### src/rtl/data_memory_interface_pkg.sv
// Shared definitions for the memory-stage data interface.
// Access-type encodings match the load data decoder (funct3 style).
// Helper functions give alignment checks and byte-lane enables.
package data_memory_interface_pkg;

   // Access types: bit 2 marks the unsigned load variants
   localparam logic [2:0] MEM_B  = 3'b000;
   localparam logic [2:0] MEM_H  = 3'b001;
   localparam logic [2:0] MEM_W  = 3'b010;
   localparam logic [2:0] MEM_BU = 3'b100;
   localparam logic [2:0] MEM_HU = 3'b101;

   typedef enum logic [1:0] {
      ST_IDLE = 2'd0,
      ST_REQ  = 2'd1,
      ST_WAIT = 2'd2,
      ST_DONE = 2'd3
   } state_t;

   // Undefined type codes are rejected as misaligned so they never reach the bus
   function automatic logic misaligned(input logic [2:0] i_type, input logic [1:0] i_offset);
      logic w_bad;
      case (i_type)
         MEM_B, MEM_BU: w_bad = 1'b0;
         MEM_H, MEM_HU: w_bad = i_offset[0];
         MEM_W:         w_bad = (i_offset != 2'b00);
         default:       w_bad = 1'b1;
      endcase
      return w_bad;
   endfunction

   // Stores only have signless widths
   function automatic logic store_type_ok(input logic [2:0] i_type);
      return (i_type == MEM_B) || (i_type == MEM_H) || (i_type == MEM_W);
   endfunction

   function automatic logic [3:0] byte_enable(input logic [2:0] i_type, input logic [1:0] i_offset);
      logic [3:0] w_be;
      case (i_type)
         MEM_B, MEM_BU: w_be = 4'b0001 << i_offset;
         MEM_H, MEM_HU: w_be = 4'b0011 << i_offset;
         MEM_W:         w_be = 4'b1111;
         default:       w_be = 4'b0000;
      endcase
      return w_be;
   endfunction

endpackage

### src/rtl/data_memory_interface_store_lane_encoder.sv
// Maps (type, offset, right-aligned data) to bus byte enables and lane data.
// Latency: combinational, zero cycles.
// Backpressure: none; pure function of its inputs.
module store_lane_encoder
   import data_memory_interface_pkg::*;
(
   input  logic [2:0]  i_type,
   input  logic [1:0]  i_offset,
   input  logic [31:0] i_wdata,
   output logic [3:0]  o_be,
   output logic [31:0] o_wdata
);

   // Replicate the narrow datum into every lane; the enables pick the live one
   always_comb begin
      o_be    = byte_enable(i_type, i_offset);
      o_wdata = i_wdata;
      case (i_type)
         MEM_B, MEM_BU: o_wdata = {4{i_wdata[7:0]}};
         MEM_H, MEM_HU: o_wdata = {2{i_wdata[15:0]}};
         default:       o_wdata = i_wdata;
      endcase
   end

endmodule

### src/rtl/data_memory_interface.sv
// Memory-stage load/store interface: alignment check, word bus handshake, raw load return.
// Latency: bus request the cycle after accept; response one cycle after bus response.
// Backpressure: one access in flight; req_ready low until the result handshake completes.
module data_memory_interface
   import data_memory_interface_pkg::*;
#(
   parameter int unsigned TIMEOUT_CYCLES = 255
)
(
   input  logic        clk,
   input  logic        rst_n,
   input  logic        req_valid,
   output logic        req_ready,
   input  logic        req_write,
   input  logic [2:0]  req_type,
   input  logic [31:0] req_addr,
   input  logic [31:0] req_wdata,
   output logic        mem_req_valid,
   input  logic        mem_req_ready,
   output logic [31:0] mem_addr,
   output logic        mem_we,
   output logic [3:0]  mem_be,
   output logic [31:0] mem_wdata,
   input  logic        mem_rsp_valid,
   input  logic [31:0] mem_rdata,
   output logic        rsp_valid,
   input  logic        rsp_ready,
   output logic [31:0] rsp_data,
   output logic [2:0]  rsp_type,
   output logic [1:0]  rsp_offset,
   output logic        rsp_misaligned,
   output logic        rsp_timeout
);

   localparam int unsigned CNT_W = (TIMEOUT_CYCLES > 0) ? $clog2(TIMEOUT_CYCLES + 1) : 1;

   state_t             r_state;
   state_t             w_state_nxt;
   logic               r_write;
   logic [CNT_W-1:0]   r_cnt;

   logic               r_mem_req_valid;
   logic [31:0]        r_mem_addr;
   logic               r_mem_we;
   logic [3:0]         r_mem_be;
   logic [31:0]        r_mem_wdata;

   logic               r_rsp_valid;
   logic [31:0]        r_rsp_data;
   logic [2:0]         r_rsp_type;
   logic [1:0]         r_rsp_offset;
   logic               r_rsp_misaligned;
   logic               r_rsp_timeout;

   logic               w_reject;
   logic               w_timeout_hit;
   logic [3:0]         w_enc_be;
   logic [31:0]        w_enc_wdata;

   store_lane_encoder u_store_lane_encoder (
      .i_type   (req_type),
      .i_offset (req_addr[1:0]),
      .i_wdata  (req_wdata),
      .o_be     (w_enc_be),
      .o_wdata  (w_enc_wdata)
   );

   assign w_reject = misaligned(req_type, req_addr[1:0]) |
                     (req_write & ~store_type_ok(req_type));

   // Counter reaching the limit on this WAIT cycle; a same-cycle response still wins
   assign w_timeout_hit = (TIMEOUT_CYCLES != 0) &&
                          ((32'(r_cnt) + 32'd1) == 32'(TIMEOUT_CYCLES));

   // State register
   always_ff @(posedge clk or negedge rst_n) begin
      if (!rst_n) begin
         r_state <= ST_IDLE;
      end else begin
         r_state <= w_state_nxt;
      end
   end

   // Next-state decode
   always_comb begin
      w_state_nxt = r_state;
      case (r_state)
         ST_IDLE: if (req_valid) w_state_nxt = w_reject ? ST_DONE : ST_REQ;
         ST_REQ:  if (mem_req_ready) w_state_nxt = ST_WAIT;
         ST_WAIT: if (mem_rsp_valid || w_timeout_hit) w_state_nxt = ST_DONE;
         ST_DONE: if (rsp_ready) w_state_nxt = ST_IDLE;
         default: w_state_nxt = ST_IDLE;
      endcase
   end

   // WAIT-cycle counter, cleared on the bus request handshake
   always_ff @(posedge clk or negedge rst_n) begin
      if (!rst_n) begin
         r_cnt <= '0;
      end else if (r_state == ST_REQ && mem_req_ready) begin
         r_cnt <= '0;
      end else if (r_state == ST_WAIT && !mem_rsp_valid) begin
         r_cnt <= r_cnt + CNT_W'(1);
      end
   end

   // Request capture, bus drive and response registers
   always_ff @(posedge clk or negedge rst_n) begin
      if (!rst_n) begin
         r_write          <= 1'b0;
         r_mem_req_valid  <= 1'b0;
         r_mem_addr       <= '0;
         r_mem_we         <= 1'b0;
         r_mem_be         <= '0;
         r_mem_wdata      <= '0;
         r_rsp_valid      <= 1'b0;
         r_rsp_data       <= '0;
         r_rsp_type       <= '0;
         r_rsp_offset     <= '0;
         r_rsp_misaligned <= 1'b0;
         r_rsp_timeout    <= 1'b0;
      end else begin
         case (r_state)
            ST_IDLE: begin
               if (req_valid) begin
                  r_write      <= req_write;
                  r_rsp_type   <= req_type;
                  r_rsp_offset <= req_addr[1:0];
                  r_rsp_data   <= '0;
                  if (w_reject) begin
                     r_rsp_valid      <= 1'b1;
                     r_rsp_misaligned <= 1'b1;
                  end else begin
                     r_mem_req_valid <= 1'b1;
                     r_mem_addr      <= {req_addr[31:2], 2'b00};
                     r_mem_we        <= req_write;
                     r_mem_be        <= w_enc_be;
                     r_mem_wdata     <= req_write ? w_enc_wdata : 32'h0;
                  end
               end
            end
            ST_REQ: begin
               // Bus fields hold until accepted, then the bus is left quiet
               if (mem_req_ready) begin
                  r_mem_req_valid <= 1'b0;
                  r_mem_addr      <= '0;
                  r_mem_we        <= 1'b0;
                  r_mem_be        <= '0;
                  r_mem_wdata     <= '0;
               end
            end
            ST_WAIT: begin
               if (mem_rsp_valid) begin
                  r_rsp_valid <= 1'b1;
                  r_rsp_data  <= r_write ? 32'h0 : mem_rdata;
               end else if (w_timeout_hit) begin
                  r_rsp_valid   <= 1'b1;
                  r_rsp_timeout <= 1'b1;
               end
            end
            ST_DONE: begin
               if (rsp_ready) begin
                  r_rsp_valid      <= 1'b0;
                  r_rsp_misaligned <= 1'b0;
                  r_rsp_timeout    <= 1'b0;
               end
            end
            default: begin
               r_rsp_valid <= 1'b0;
            end
         endcase
      end
   end

   assign req_ready      = (r_state == ST_IDLE);
   assign mem_req_valid  = r_mem_req_valid;
   assign mem_addr       = r_mem_addr;
   assign mem_we         = r_mem_we;
   assign mem_be         = r_mem_be;
   assign mem_wdata      = r_mem_wdata;
   assign rsp_valid      = r_rsp_valid;
   assign rsp_data       = r_rsp_data;
   assign rsp_type       = r_rsp_type;
   assign rsp_offset     = r_rsp_offset;
   assign rsp_misaligned = r_rsp_misaligned;
   assign rsp_timeout    = r_rsp_timeout;

endmodule

### config.mk
export PLATFORM = sky130hd
export DESIGN_NAME = data_memory_interface
export DESIGN_NICKNAME = d
export VERILOG_FILES = /design/src/rtl/data_memory_interface_pkg.sv /design/src/rtl/data_memory_interface_store_lane_encoder.sv /design/src/rtl/data_memory_interface.sv
export SDC_FILE = /design/constraint.sdc
export NUM_CORES = 1
export LEC_CHECK = 0
export ABC_CLOCK_PERIOD_IN_PS = 2500
export CORE_ASPECT_RATIO = 2
export CORE_MARGIN = 8
export CORE_UTILIZATION = 44
export CTS_CLUSTER_DIAMETER = 100
export CTS_CLUSTER_SIZE = 10
export DETAILED_ROUTE_END_ITERATION = 10
export GPL_TIMING_DRIVEN = 0
export PLACE_DENSITY = 0.81
export SYNTH_ARGS = -nofsm -noshare
export SYNTH_HDL_FRONTEND = slang
export SYNTH_HIERARCHICAL = 1
export SYNTH_SLANG_ARGS = --single-unit
### constraint.sdc
create_clock -name clk -period 2.5 [get_ports clk]
set_input_delay 0.5 -clock clk [delete_from_list [all_inputs] [get_ports clk]]
set_output_delay 0.5 -clock clk [all_outputs]
set_load 0.01 [all_outputs]
* Word-level counts from Yosys, hierarchy flattened
Cells that the tools add are included.
** Storage, ports and cells
- Register bits after elaboration :: 121
- Bits of input ports :: 106
- Output and inout bits :: 111
- Logic and storage cells :: 106
** Operators by class
- Add/sub/neg operators :: 2
- Equality and inequality tests :: 18
- Shifts and indexed selects :: 2
- Multiplexer cells :: 43
- Bitwise gates (word level) :: 3
- Reductions and logical operators :: 24
** Operators by type and width (count)
- $mux 32 :: 9
- $pmux 32 s2 :: 4
- $mux 8 :: 2
- $ne 2x2->1 const B :: 8
- $reduce_and 4->1 :: 4
- $mux 4 :: 3
- $pmux 4 s3 :: 1
- $reduce_bool 2->1 :: 6
- $mux 1 :: 11
- $mux 2 :: 5
- $add 8x1->9 const B :: 1
- $eq 9x8->1 const B :: 1
- $add 8x1->8 const B :: 1
- $pmux 1 s2 :: 4
- $pmux 2 s4 :: 1
- $pmux 4 s2 :: 1
- $eq 3x3->1 const B :: 2
- $pmux 1 s3 :: 2
- $reduce_and 5->1 :: 1
- $eq 2x2->1 const B :: 2
- $reduce_or 2->1 :: 2
- $shl 1x2->4 const A :: 1
- $shl 2x2->4 const A :: 1
- $eq 3x1->1 const B :: 1
- 15 further kinds :: 18

* Logic depth before layout (Yosys ltp)
- Word-level depth :: 9
- Depth in mapped cells :: 9
- Mapped depth without buffers :: 7

* Modules after synthesis
Netlist, hierarchy kept.
** Modules (own cells, without submodules)
- data_memory_interface :: times used 1, cells each 482, area an instance 5024.8 µm²
- store_lane_encoder :: times used 1, cells each 61, area an instance 485.5 µm²

* Least setup slack after synthesis
OpenSTA, ideal clock, no wires.
- Kind :: register to register
- Start :: register r_state[0]
- End :: register r_rsp_data[10], in the netlist rsp_data[10]
- Setup time :: 117 ps
- Arrival time :: 1808 ps
- Data required time :: 2383 ps
- Path slack :: 575 ps
- Cell stages (with the launch flop) :: 10
- Cell sequence :: dfrtp_1 inv_1 ha_1 clkbuf_1 nor2b_1 or3_1 clkbuf_1 clkbuf_1 nand2_1 nand2_1
** Between the ends
- Longest elaborated chain between the ends :: 3
** Ends and longest elaborated chain
- from (decl) :: line data_memory_interface.sv:37 : state_t r_state;
- from (signal assigned) :: line data_memory_interface.sv:80 : r_state <= w_state_nxt;
- $logic_not 2->1 (*)
- via req_ready :: line data_memory_interface.sv:13 : output logic req_ready,
- $ne 2x2->1 (no source line) / $reduce_bool 2->1 (equally long branches)
- $reduce_and 3->1 (no source line)
- to (signal assigned) :: line data_memory_interface.sv:155 : r_rsp_data <= r_write ? 32'h0 : mem_rdata;
- to (decl) :: line data_memory_interface.sv:49 : logic [31:0] r_rsp_data;
The timed path passes the listed nets; every way through them passes the cells marked *.
A chain may end at the register's enable or synchronous reset.

* Worst setup path in the final report
- Start :: input req_type[0]
- End :: register r_mem_addr[15], in the netlist mem_addr[15]
** Between the ends
- Longest elaborated chain between the ends :: 8
** Ends and longest elaborated chain
- from (decl) :: line data_memory_interface.sv:15 : input logic [2:0] req_type,
- branches (longest 5 deep; another with $eq 3x1->1)
- $or 1x1->1 (*) :: line data_memory_interface.sv:68 : assign w_reject = misaligned(req_type, req_addr[1:0]) |
- $ne 2x2->1 (no source line) (*)
- $reduce_and 4->1 (no source line) (*)
- to (signal assigned) :: line data_memory_interface.sv:135 : r_mem_addr <= {req_addr[31:2], 2'b00};
- to (decl) :: line data_memory_interface.sv:43 : logic [31:0] r_mem_addr;
Mark *: on every way between the ends.

==> metrics <==
clock sinks=roughly 120; Reg2Reg Depth=9; LEAKAGE=between 3 and 4 nW; Reg-to-Reg Start=r_state[1]; Longest Clk Path Bufs=2; worst hold path depth=2; Fillers=942; initial antenna violation count=0; Crit path max-delay family=buffers and inverters; DRC=0; vias in the first global route=between 5000 and 6000; maxcap violations=0; multiplexer area fraction after synthesis=0.0670; worst skew pair latency=0.41 ns; r2r setup slk=about 0.23 ns; Hold Path Sink=rsp_data[4]; crit end category=flop; I/O Buffers=between 200 and 250; Compound-Gate Fraction of Synth Area=0.117; sum of negative setup slack=0 ns; clk slew on worst S/H paths=0.06 ns; Mean Syn Cell Area=between 10 and 15 µm²; status=completed; drt via density=approximately 5.2; CORE AREA=between 10000 and 15000 µm²; Synth Area in Adders=0.0136; reg2reg end=rsp_data[19]; fin nets=891; diodes inserted=0; post-CTS setup buffer count=0; RSZ-0062 raised after global routing=no; num ports=roughly 220; register bit count reported by yosys=~120; grt total ovfl=0; first drt pass iteration count=4; Routed wire per std cell=around 18 µm; sequential area share after synthesis=0.540; Die W=approximately 95 µm; CTS Root Cell=clkbuf_16; crit-path max cell delay=about 0.55 ns; Detailed Place HPWL=about 13 mm; Setup CP Type=primary input to flop; Syn. warnings=6; worst clock skew=between 0.01 and 0.015 ns; required time worst endpoint=around 2.8 ns; Synth Area in XOR/XNOR=0.0111; Mapped Area=~5500 µm²; final hold vios=0; GRT Resource Usage Total=0.207; htree depth=4; area added between synthesis and finish=54.5%; CP startpoint kind=primary input; share of layout cells above drive strength 1=0.121; crit path time final=between 2 and 2.5 ns; Slew HR=0.606; area leader, netlist=dfrtp_1; antenna viol nets, final=0; routed vias=4941; commonest non-fill, non-tap cell in the layout=clkdlybuf4s50_1; TritonCTS clock tree=yes; Initial DRC Count=168; global-route wire length before repair=approximately 27 mm; Mapped Cells=between 500 and 600; number of flops mapped to enable cells by yosys=0; ys flop type=dfrtp_1; final setup fails=0; pin count of the biggest net entering global routing=a little over 90; Die Height=approximately 170 µm; total CTS buffers=17; VDD IR-drop max=about 0.00064 V; CP cell instances=clkdlybuf4s50_1, nor4_1, o21ai_1, a211o_1, buf_6, buf_2, nand2_1, o21ai_0; Total Power=about 9.5 mW; most frequent cells in the layout=clkdlybuf4s50_1, dfrtp_1, nand2_1; Tcrit/Tclk final=0.948; crit-path max FO=10; Routed WL=around 17 mm; max-slew violations=0; Min-Delay Startpoint=rsp_data[4]; Initial Util=0.444; signal arrival time at the worst endpoint=approximately 2.6 ns; main combinational cell family by area after synthesis=simple AND/OR/NAND/NOR gates; Netlist cell types=45; async set-reset flop share out of synthesis=1.00; Power Dens Cells=1110 nW/µm²; WP buf/inv=3; Worst Setup Slack post-DPL=-0.243 ns; worst min path class=flop to flop; Max Clock Freq=approximately 420 MHz; GPL Wtd Cong=about 0.84; area share of the leading cell type in the synthesized netlist=0.540; Setup WS post-layout=between 0.1 and 0.15 ns; die area=16600 µm²; highest-delay cell along the critical path=nor4_1; worst-margin pin slew=around 0.6 ns; Synth Area in Simple Gates=0.198; Core Rows=58; Synth area leaders=dfrtp_1, nand2_1, a22o_1
## cells by family after synthesis
group                      count (synthesis)
and+or+nand+nor                          226
DFF                                      119
AOI/OAI and AO/OA                         98
buffers and inverters                     52
muxes                                     34
xor gates and xnor gates                   7
adders and majority gates                  6
other                                      1
## through the flow
step / hold WS [ns] / instance area [µm²] / instances / util
2_1_floorplan: 0.204 / 5510 / 544 / -
3_3_place_gp: 0.450 / 7840 / 908 / 0.632
3_5_place_dp: 0.391 / 7870 / 909 / 0.634
4_1_cts: 0.469 / 8500 / 942 / 0.685
5_1_grt: 0.480 / 8510 / 942 / 0.686
6_report: 0.465 / 8510 / 942 / 0.686
## flip-flops by register name, indices dropped and copies added (netlist names)
name,flops
rsp_misaligned,1
mem_addr,30
r_cnt,8
rsp_type,3
rsp_valid,1
r_write,1
mem_be,4
mem_we,1
mem_wdata,32
rsp_offset,2
r_state,2
rsp_data,32
mem_req_valid,1
rsp_timeout,1
## cell type report
cell class | instances | area, µm² | share of cell area
flip-flops and latches | 119 | 2980 | 0.350
clock buffers | 18 | 439 | 0.0516
plain buffers | 46 | 272 | 0.0319
inverters | 6 | 22.5 | 0.00265
well taps | 150 | 188 | 0.0221
clock inverters | 14 | 174 | 0.0204
repair buffers | 216 | 2180 | 0.256
multi-input cells | 373 | 2260 | 0.265
## report_power, final
group | switching, mW | internal, mW | total (mW)
registers | 0.337 | 2.53 | 2.87
logic | 2.15 | 1.93 | 4.08
clock network | 0.917 | 1.60 | 2.52
## how the worst max path moves through the flow
stage / endpoint / cells past startpoint / from / slack [ns]
floorplan: rsp_data[10] / 9 / r_state[0] / 0.57
global placement: mem_addr[27] / 1 / rst_n / -3.74
detailed placement: mem_addr[11] / 8 / req_addr[0] / -0.24
CTS: rsp_data[14] / 9 / r_state[1] / 0.1
global route: mem_addr[11] / 8 / req_addr[0] / 0.02
finish: mem_addr[15] / 8 / req_type[0] / 0.13
## synth_stat cells (2+ instances only)
master and instances:
dfrtp_1 119, nand2_1 114, o21ai_0 47, nand2b_1 36, nand3_1 35, a22o_1 32, mux2_2 23, clkbuf_1 20
nor2_1 14, buf_4 11, mux2i_1 11, buf_2 10, a21oi_1 6, ha_1 6, inv_1 6, buf_6 5
nor2b_1 5, nor3_1 4, or3_1 4, xnor2_1 4, nand4_1 3, xor2_1 3, and2_1 2, o31ai_1 2
## layer usage
layer	GRT usage	wire length [µm]	vias to the layer above
met4	0.0590	223	0
met3	0.0804	1870	25
met5	0	0	-
met1	0.259	6990	2379
li1	-	-	2316
met2	0.320	7880	221
## worst register-to-register path: stages, from the launching register on
cell and delay, ns:
dfrtp_1 0.40, inv_1 0.11, ha_1 0.23, clkbuf_1 0.32
nor2b_1 0.31, or3_1 0.16, clkbuf_1 0.23, clkbuf_2 0.30
nand2_1 0.09, nand2_1 0.06
## timing repair
action                     4_1_cts  5_1_grt
setup endpoints to repair       12       32
hold endpoints to repair        27        0
gates resized for setup          1       13
gates cloned                     0        0
hold buffers                     1        0
(Power assumes the default switching activity.)
